===== src/rtl/dmem_arbiter.sv =====
// Data-memory arbiter: the core pipeline and a debug/loader port share one
// single-ported data memory. Debug waits at most STARVE_LIMIT core grants.
//
// Ports:
//   clock, reset              rising-edge clock, async active-high reset
//   core_req/we/addr/wdata    core access request (combinational grant)
//   core_rdata, core_stall    core load data, pipeline hold
//   dbg_req/we/addr/wdata     debug access, held until dbg_ack
//   dbg_rdata, dbg_ack        registered debug read data, completion pulse
//   mem_we/addr/wd, mem_rd    data-memory port (combinational read)
module dmem_arbiter #(
  parameter int STARVE_LIMIT = 4
) (
  input  logic        clock,
  input  logic        reset,
  input  logic        core_req,
  input  logic        core_we,
  input  logic [31:0] core_addr,
  input  logic [31:0] core_wdata,
  output logic [31:0] core_rdata,
  output logic        core_stall,
  input  logic        dbg_req,
  input  logic        dbg_we,
  input  logic [31:0] dbg_addr,
  input  logic [31:0] dbg_wdata,
  output logic [31:0] dbg_rdata,
  output logic        dbg_ack,
  output logic        mem_we,
  output logic [31:0] mem_addr,
  output logic [31:0] mem_wd,
  input  logic [31:0] mem_rd
);

  typedef enum logic {IDLE, ACK} state_e;

  localparam logic [4:0] LIMIT = 5'(STARVE_LIMIT);

  state_e      state_q;
  logic [3:0]  starve_q;
  logic [3:0]  starve_d;
  logic        dbg_ack_q;
  logic [31:0] dbg_rdata_q;

  logic [4:0]  starve_diff;
  logic        starve_ok;
  logic        gnt_dbg;
  logic        gnt_core;

  // Sign of (count - limit) gives count >= limit without a comparison
  // that degenerates to a constant when the limit is zero.
  assign starve_diff = {1'b0, starve_q} - LIMIT;
  assign starve_ok   = ~starve_diff[4];

  assign gnt_dbg  = (state_q == IDLE) & dbg_req
                  & (~core_req | starve_ok);
  assign gnt_core = core_req & ~gnt_dbg;

  always_comb begin
    mem_we   = 1'b0;
    mem_addr = '0;
    mem_wd   = '0;
    if (gnt_dbg) begin
      mem_we   = dbg_we;
      mem_addr = dbg_addr;
      mem_wd   = dbg_wdata;
    end else if (gnt_core) begin
      mem_we   = core_we;
      mem_addr = core_addr;
      mem_wd   = core_wdata;
    end
    // No write may reach memory while reset is held.
    if (reset) mem_we = 1'b0;
  end

  assign core_rdata = gnt_core ? mem_rd : '0;
  assign core_stall = core_req & ~gnt_core;
  assign dbg_rdata  = dbg_rdata_q;
  assign dbg_ack    = dbg_ack_q;

  always_comb begin
    starve_d = starve_q;
    if (gnt_dbg || !dbg_req) begin
      starve_d = '0;
    end else if (state_q == IDLE && gnt_core && starve_q != 4'hF) begin
      starve_d = starve_q + 4'd1;
    end
  end

  always_ff @(posedge clock or posedge reset) begin
    if (reset) begin
      state_q     <= IDLE;
      starve_q    <= '0;
      dbg_ack_q   <= 1'b0;
      dbg_rdata_q <= '0;
    end else begin
      starve_q <= starve_d;
      unique case (state_q)
        IDLE: begin
          dbg_ack_q <= 1'b0;
          if (gnt_dbg) begin
            state_q     <= ACK;
            dbg_ack_q   <= 1'b1;
            dbg_rdata_q <= dbg_we ? 32'd0 : mem_rd;
          end
        end
        ACK: begin
          state_q   <= IDLE;
          dbg_ack_q <= 1'b0;
        end
      endcase
    end
  end

endmodule

===== config.mk =====
export PLATFORM = sky130hd
export DESIGN_NAME = dmem_arbiter
export DESIGN_NICKNAME = d
export VERILOG_FILES = /design/src/rtl/dmem_arbiter.sv
export SDC_FILE = /design/constraint.sdc
export NUM_CORES = 1
export LEC_CHECK = 0
export ABC_CLOCK_PERIOD_IN_PS = 3300
export CORE_AREA = 2 2 115 117
export CTS_BUF_LIST = sky130_fd_sc_hd__clkbuf_2
export DETAILED_ROUTE_END_ITERATION = 16
export DIE_AREA = 0 0 117 119
export PLACE_DENSITY = 0.74
export SETUP_SLACK_MARGIN = 0.2
export SLEW_MARGIN = 0
export SYNTH_ARGS = -nofsm -noshare
export SYNTH_HDL_FRONTEND = slang
export SYNTH_SLANG_ARGS = --single-unit

===== constraint.sdc =====
create_clock -name clock -period 3.3 [get_ports clock]
set_input_delay 0.33 -clock clock [delete_from_list [all_inputs] [get_ports clock]]
set_output_delay 0.33 -clock clock [all_outputs]
set_load 0.02 [all_outputs]

==> impl_results.md, run 1 <==
- Status: completed
- Vias in the first global route: 3892
- H-tree lvl count: 2
- Routed len/inst: 14.3 um
- Synth top area cells: dfrtp_1, mux2i_1, inv_1
- Worst Hold Class: input pin to asynchronous set/reset pin
- Final WL: 12400 um
- Final Critical Period: 2840 ps
- Mapped cell area: 3170 um2
- Average cell area after synthesis: 7.59 um2
- Seq/Total Area, Yosys: 0.292
- Area of the core: 12900 um2
- Final hold violations: 0
- Post-CTS Setup Inserts: 0
- Psw: 0.596 mW
- Die area: 13900 um2
- Cell family with most CP delay: buffers and inverters
- Most common library cells after synthesis: inv_1, nand2_1, mux2i_1
- Area of the multi-input gates: 1700 um2
- Comb power frac: 0.533
- Top FF cell, synth: dfrtp_1
- Max-cap check violation count: 0
- Internal cell power: 1.13 mW
- Grt ovf: 0
- Max FO, Critical Path: 66
- Dpl cells: 861
- PortBufs: 296
- Total clock sinks: 37
- Ports: 297
- Cell variety after synth: 26
- Fin util: 0.491
- Leading area contributor after synthesis: dfrtp_1
- Crit path largest cell delay: 720 ps
- Max-slew headroom: 0.619
- Sw Share: 0.346
- Routability cong.: 0.789
- Fin cells: 870
- Seq pwr share: 0.306
- DRT iter0 DRCs: 230
- Pre-CTS setup slack: 509 ps
- FF+latch count, synth: 37
- Mapped Cells: 417
- DRT antenna net count: 0
- RSZ-0062 raised after global routing: no
- Kind of critical path: flip-flop to output port
- Crit share post-route: 0.861
- Proportion of layout cells with a drive suffix above 1: 0.0332
- Max IR drop VDD: 0.109 mV
- Worst skew pair latency: 370 ps
- GRT Util Overall: 0.170
- Final Setup Violations: 0
- Most common cell in the netlist: inv_1
- Row Count: 42
- Worst Skew: 10.5 ps
- NumNets Final: 859
- CTS tree: done
- Vias per inst: 4.45
- Worst hold margin: 462 ps
- Root Buffer Master: clkbuf_2
- Final worst slack: 459 ps
- CP Cell Sequence: nor3b_4, buf_4, o41ai_1, clkdlybuf4s50_1
- Die Width: 117 um
- Initial Util: 0.246
- Total negative slack: 0 ps
- FILL cells: 1208
- Final slew viol count: 0
- Register area: 926 um2
- CP Launch Type: flip-flop
- Synthesis warning total: 0
- Clock share of power: 0.161
- Cts bufs inserted: 5
- First-pass GRT wire length: 18900 um
- Fmax: 352 MHz
- Worst endpoint required time: 2970 ps
- Post_cts resized: 0
- Die Height: 119 um
- Setup crit start: starve_q[2]
- Clock transition at path regs: 200 ps
- Buf/Inv on CP: 2
- Pwr per Cell Area: 273 nW/um2
- Vias after detailed routing: 3870
- CTS max path bufs: 2
- Pin count of the biggest net entering global routing: 67
- Worst endpoint data arrival time: 2510 ps
- Worst reg2reg startpoint: starve_q[2]
- CP max-delay cell: clkdlybuf4s50_1
- CP endpoint kind: output port
- Number of enable flip-flop cells after synthesis: 0
- Design area: 6320 um2
- CTS Hold Bufs: 0
- Residual DRC count: 0
- Lkg Pwr: 2.83 nW
- Worst-Margin Slew: 565 ps
- Syn nets: 584
- Area growth syn-to-layout: 99.7%
- Placed cell areas: 6260 um2
- Drt pass-1 iters: 6
- Synth top area share: 0.292
- Tot Pwr: 1.72 mW
- Asr flop ratio synth: 1.00
- Initial antenna violation count: 1
- Detailed Place HPWL: 10300 um
[power by group through the flow]
stage                     clock network, mW  logic (mW)  registers, mW
final                                 0.277       0.919          0.528
after global routing                  0.307       0.980          0.536
after CTS                             0.291       0.929          0.528
after detailed placement                  0       0.925          0.537
after global placement                    0       0.912          0.534
after floorplan                           0       0.342          0.597
[logic make-up after synthesis]
group / share of synthesized area
AO/OA/AOI/OAI: 0.158
adder cells (fa/ha/maj): 0.00395
buffers and inverters: 0.177
flip-flops: 0.292
multiplexers: 0.202
AND/OR/NAND/NOR: 0.167
[cells in the final DEF (no fill, tap or decap), drive strengths merged, types with 2 or more instances in the layout]
| cell | count |
|---|---|
| nand3 | 2 |
| o21ai | 34 |
| mux2i | 64 |
| dfrtp | 37 |
| o41ai | 33 |
| clkbuf | 6 |
| buf | 12 |
| nand2 | 65 |
| inv | 98 |
| nor2 | 2 |
| nor2b | 2 |
| clkdlybuf4s50 | 292 |
| and2 | 34 |
[flip-flops by register name, indices dropped and copies added, names as in the netlist]
name	count
dbg_rdata	32
dbg_ack	1
starve_q	4
[path summary, 6_finish.rpt]
path | to | slack [ps] | cells past startpoint
max reg2reg | dbg_rdata[7] | 1590 | 4
max | mem_we | 460 | 4
min in group clock | starve_q[1] | 490 | 4
min | dbg_rdata[16] | 460 | 3
max in group asynchronous | dbg_rdata[12] | 2490 | 3
min reg2reg | dbg_rdata[30] | 540 | 2
[worst reg2reg max path, stage by stage, from the launching register on]
cell	delay, ps
dfrtp_1	490
nor3b_4	270
buf_4	520
o21ai_0	220
o41ai_1	100
[metal layers]
| metal | global-route usage | wire length [um] | share of wire |
|---|---|---|---|
| met2 | 0.318 | 6530 | 0.52 |
| met5 | 0 | 0 | 0 |
| met1 | 0.190 | 4790 | 0.39 |
| met4 | 0.0529 | 291 | 0.023 |
| met3 | 0.0321 | 824 | 0.066 |
[cell type report]
| type | instances | share of cell area |
|---|---|---|
| timing repair buffer | 304 | 0.482 |
| multi-input combinational | 246 | 0.268 |
| sequential | 37 | 0.146 |
| inverter | 98 | 0.0582 |
| tap | 176 | 0.0348 |
| clock inverter | 2 | 0.00534 |
| clock buffer | 6 | 0.00475 |
| antenna | 1 | 0.000396 |
Power figures use the tool's default switching activity.
==> run 2: changes to the inputs <==
Settings changed: RECOVER_POWER set to 100.
==> impl_results.md, run 2 (synthesis gave the netlist of run 1 again) <==
- Final worst slack: 289 ps
- Ports: 297
- Proportion of layout cells with a drive suffix above 1: 0.0289
- GRT Util Overall: 0.170
- Worst reg2reg startpoint: dbg_ack
- CTS tree: done
- Pin count of the biggest net entering global routing: 67
- Clock transition at path regs: 180 ps
- Pre-CTS setup slack: 509 ps
- CTS max path bufs: 2
- First-pass GRT wire length: 18900 um
- CP endpoint kind: output port
- Crit share post-route: 0.913
- Max-cap check violation count: 1
- Commonest cells after routing, fill and taps aside: clkdlybuf4s50_1, dlygate4sd3_1, inv_1
- Die Width: 117 um
- Fmax: 332 MHz
- Fin util: 0.490
- Status: finished, violations left
- Number of flip-flops in the largest register: 32
- Residual DRC count: 0
- Placed cell areas: 6260 um2
- DRT iter0 DRCs: 216
- Lkg Pwr: 3.06 nW
- Commonest non-fill, non-tap cell in the layout: clkdlybuf4s50_1
- Root Buffer Master: clkbuf_2
- Max IR drop VDD: 0.109 mV
- CP Cell Sequence: nand2b_4, nor2_1, buf_12, mux2i_1, dlygate4sd3_1
- Routability cong.: 0.789
- Die Height: 119 um
- Cts bufs inserted: 5
- Area growth syn-to-layout: 99.1%
- Total clock sinks: 37
- Area of the core: 12900 um2
- Total negative slack: 0 ps
- R2R Path End: dbg_rdata[7]
- H-tree lvl count: 2
- Vias in the first global route: 3892
- Max FO, Critical Path: 29
- Setup crit start: dbg_ack
- DRT antenna net count: 0
- RSZ-0062 raised after global routing: no
- Worst endpoint data arrival time: 2680 ps
- CP max-delay cell: dlygate4sd3_1
- Final hold violations: 0
- Worst Hold Class: input pin to flip-flop
- Row Count: 42
- Post_cts resized: 0
- R2R Setup Slk: 1650 ps
- Worst Hold Depth: 4
- Worst endpoint required time: 2970 ps
- Design area: 6310 um2
- Routed len/inst: 14.2 um
- Grt ovf: 0
- Initial Util: 0.246
- Final Setup Violations: 0
- Final WL: 12400 um
- CTS Hold Bufs: 0
- Detailed Place HPWL: 10300 um
- Failing checks: capacitance limit, slew limit
- Worst r2r path cells: 4
- Pwr per Cell Area: 264 nW/um2
- Vias after detailed routing: 3876
- Die area: 13900 um2
- Kind of critical path: flip-flop to output port
- Final Critical Period: 3010 ps
- Drt pass-1 iters: 4
- Max-slew headroom: -0.339
- Worst-Margin Slew: 2010 ps
- Worst skew pair latency: 380 ps
- NumNets Final: 859
- Hold Crit Start: core_req
- Worst Skew: 9.55 ps
- Vias per inst: 4.46
- Hold Path End: starve_q[1]
- Post-CTS Setup Inserts: 0
- CP Launch Type: flip-flop
- Initial antenna violation count: 1
- PortBufs: 296
- Final slew viol count: 38
- Crit path largest cell delay: 720 ps
-- run 2: cell types whose count changed in the layout (fill, tap and decap cells not counted) --
cell	previous run	this run
dlygate4sd3_1	0	127
and2_1	34	33
nor2_4	1	0
and2_0	0	1
clkbuf_2	6	7
clkdlybuf4s50_1	292	165
buf_4	8	5
clkbuf_1	0	2
nor2_1	1	2
-- run 2: worst max-delay path by stage --
stage / cells past startpoint / slack, ps / end
after floorplan: 4 / 1140 / mem_we
after global placement: 4 / 430 / mem_we
after detailed placement: 4 / 510 / mem_we
after CTS: 4 / 260 / mem_we
after global routing: 5 / 140 / mem_wd[4]
final: 5 / 290 / mem_addr[27]
-- run 2: power by group --
group,internal [mW],total [mW],switching [mW]
Combinational,0.446,0.864,0.419
Sequential,0.503,0.526,0.0231
Clock,0.129,0.276,0.147
-- run 2: critical path, delay by kind of cell, from the launching register on --
kind / cells / cell delay (ps)
and+or+nand+nor: 2 / 550
muxes: 1 / 260
DFF: 1 / 500
buffers and inverters: 2 / 1000
-- run 2: metrics by stage --
stage	hold slack, ps	cells	total power, mW
floorplan	459	417	0.939
global placement	486	861	1.45
detailed placement	493	861	1.46
CTS	452	869	1.75
global route	493	870	1.77
finish	484	870	1.67
-- run 2: area by class of cell --
cell class	count	area, um2
fill	1213	6570
timing repair buffer	304	3040
multi-input combinational	246	1690
sequential	37	926
inverter	98	368
tap	176	220
clock inverter	2	33.8
clock buffer	6	30.0
antenna	1	2.50
-- run 2: metal layers --
metal  GRT usage  share of wire  vias to the layer above
li1            -              -                     1903
met1       0.190           0.38                     1779
met2       0.318           0.53                      177
met3      0.0321          0.070                       17
met4      0.0529          0.024                        0
met5           0              0                        -
==> run 3: changes to the inputs <==
Settings changed: CORE_AREA 2 2 115 117 to 3 3 113 115, DIE_AREA 0 0 117 119 to 0 0 116 118, PLACE_DENSITY 0.74 to 0.78.
==> impl_results.md, run 3 (synthesis gave the netlist of run 1 again) <==
- Final Setup Violations: 0
- Lkg Pwr: 3.04 nW
- Max FO, Critical Path: 66
- Top sig layer: met4
- Fmax: 337 MHz
- Total clock sinks: 37
- Routability cong.: 0.898
- Total negative slack: 0 ps
- Tot Pwr: 1.59 mW
- Status: finished, violations left
- Clock transition at path regs: 170 ps
- Die Width: 116 um
- Met1 WL: 4630 um
- Max-cap check violation count: 1
- CTS tree: done
- Area of the core: 11900 um2
- Met2 wire len: 6720 um
- Post-CTS Setup Inserts: 0
- Cts bufs inserted: 5
- Detailed Place HPWL: 10700 um
- Dpl cells: 831
- Vias after detailed routing: 3901
- Worst Skew: 26.5 ps
- Placed cell areas: 6210 um2
- Kind of critical path: flip-flop to output port
- Failing checks: capacitance limit, slew limit
- DRT antenna net count: 0
- RSZ-0062 raised after global routing: no
- Fin cells: 839
- Vias in the first global route: 4083
- Max-slew headroom: -0.300
- Ports: 297
- Commonest non-fill, non-tap cell in the layout: clkdlybuf4s50_1
- Fin util: 0.524
- Worst Hold Class: input pin to flip-flop
- Initial Util: 0.266
- Initial antenna violation count: 0
- Crit share post-route: 0.898
- Worst skew pair latency: 370 ps
- Final worst slack: 336 ps
- Pin count of the biggest net entering global routing: 67
- First-pass GRT wire length: 20200 um
- Metal3 WL: 1060 um
- H-tree lvl count: 2
- Worst endpoint data arrival time: 2630 ps
- Worst hold margin: 435 ps
- CP endpoint kind: output port
- FILL cells: 1084
- Residual DRC count: 0
- Row Count: 40
- Max IR drop VDD: 0.103 mV
- Worst endpoint required time: 2970 ps
- Worst-Margin Slew: 1950 ps
- Number of flip-flops in the largest register: 32
- Final slew viol count: 38
- Drt pass-1 iters: 5
- CTS Hold Bufs: 0
- Proportion of layout cells with a drive suffix above 1: 0.0260
- GRT Util Overall: 0.182
- Commonest cells after routing, fill and taps aside: clkdlybuf4s50_1, dlygate4sd3_1, inv_1
- Final WL: 12800 um
- Vias per inst: 4.65
- Die Height: 118 um
- Pwr per Cell Area: 255 nW/um2
- Pre-CTS setup slack: 291 ps
- CTS max path bufs: 2
- Die area: 13700 um2
- PortBufs: 296
- Design area: 6240 um2
- Grt ovf: 0
- Ant. Diodes: 0
- Area of the multi-input gates: 1690 um2
- Routed len/inst: 15.3 um
- NumNets Final: 858
- Final Critical Period: 2960 ps
- DRT iter0 DRCs: 240
- CP Launch Type: flip-flop
- Root Buffer Master: clkbuf_2
- Final hold violations: 0
- Register area: 926 um2
- Area growth syn-to-layout: 97.0%
[run 3: worst max-delay path: stages, from the launching register on]
cell and delay [ps]:
dfrtp_1 470, nor3b_1 430, buf_4 540, o41ai_1 210, clkdlybuf4s50_1 580
[run 3: per-layer routing]
layer,track usage,vias up
met3,0.0447,26
met4,0.0631,0
li1,-,1894
met1,0.199,1797
met5,0,-
met2,0.333,184
[run 3: where the power goes]
group	internal, mW	switching, mW
combinational	0.444	0.423
sequential	0.503	0.0239
clock	0.0502	0.146
total	0.997	0.592
[run 3: worst paths after layout]
check	from	end	slack [ps]	cells past startpoint
max in group asynchronous	reset	dbg_rdata[1]	990	3
max	starve_q[2]	mem_we	340	4
max reg2reg	starve_q[2]	dbg_rdata[8]	1390	4
min reg2reg	dbg_rdata[15]	dbg_rdata[15]	530	2
min	core_req	starve_q[1]	440	4
min in group asynchronous	reset	dbg_rdata[6]	1180	3
[run 3: cell type report]
cell class,instances,share of cell area
clock buffer,5,0.00401
inverter,98,0.0590
sequential,37,0.148
timing repair buffer,303,0.486
clock inverter,3,0.00281
multi-input combinational,246,0.270
tap,147,0.0295
[run 3: timing repair]
| action | in CTS | in global routing |
|---|---|---|
| hold endpoints to repair | 0 | 0 |
| endpoints found under the setup margin | 32 | 0 |
| resized for setup | 1 | 0 |
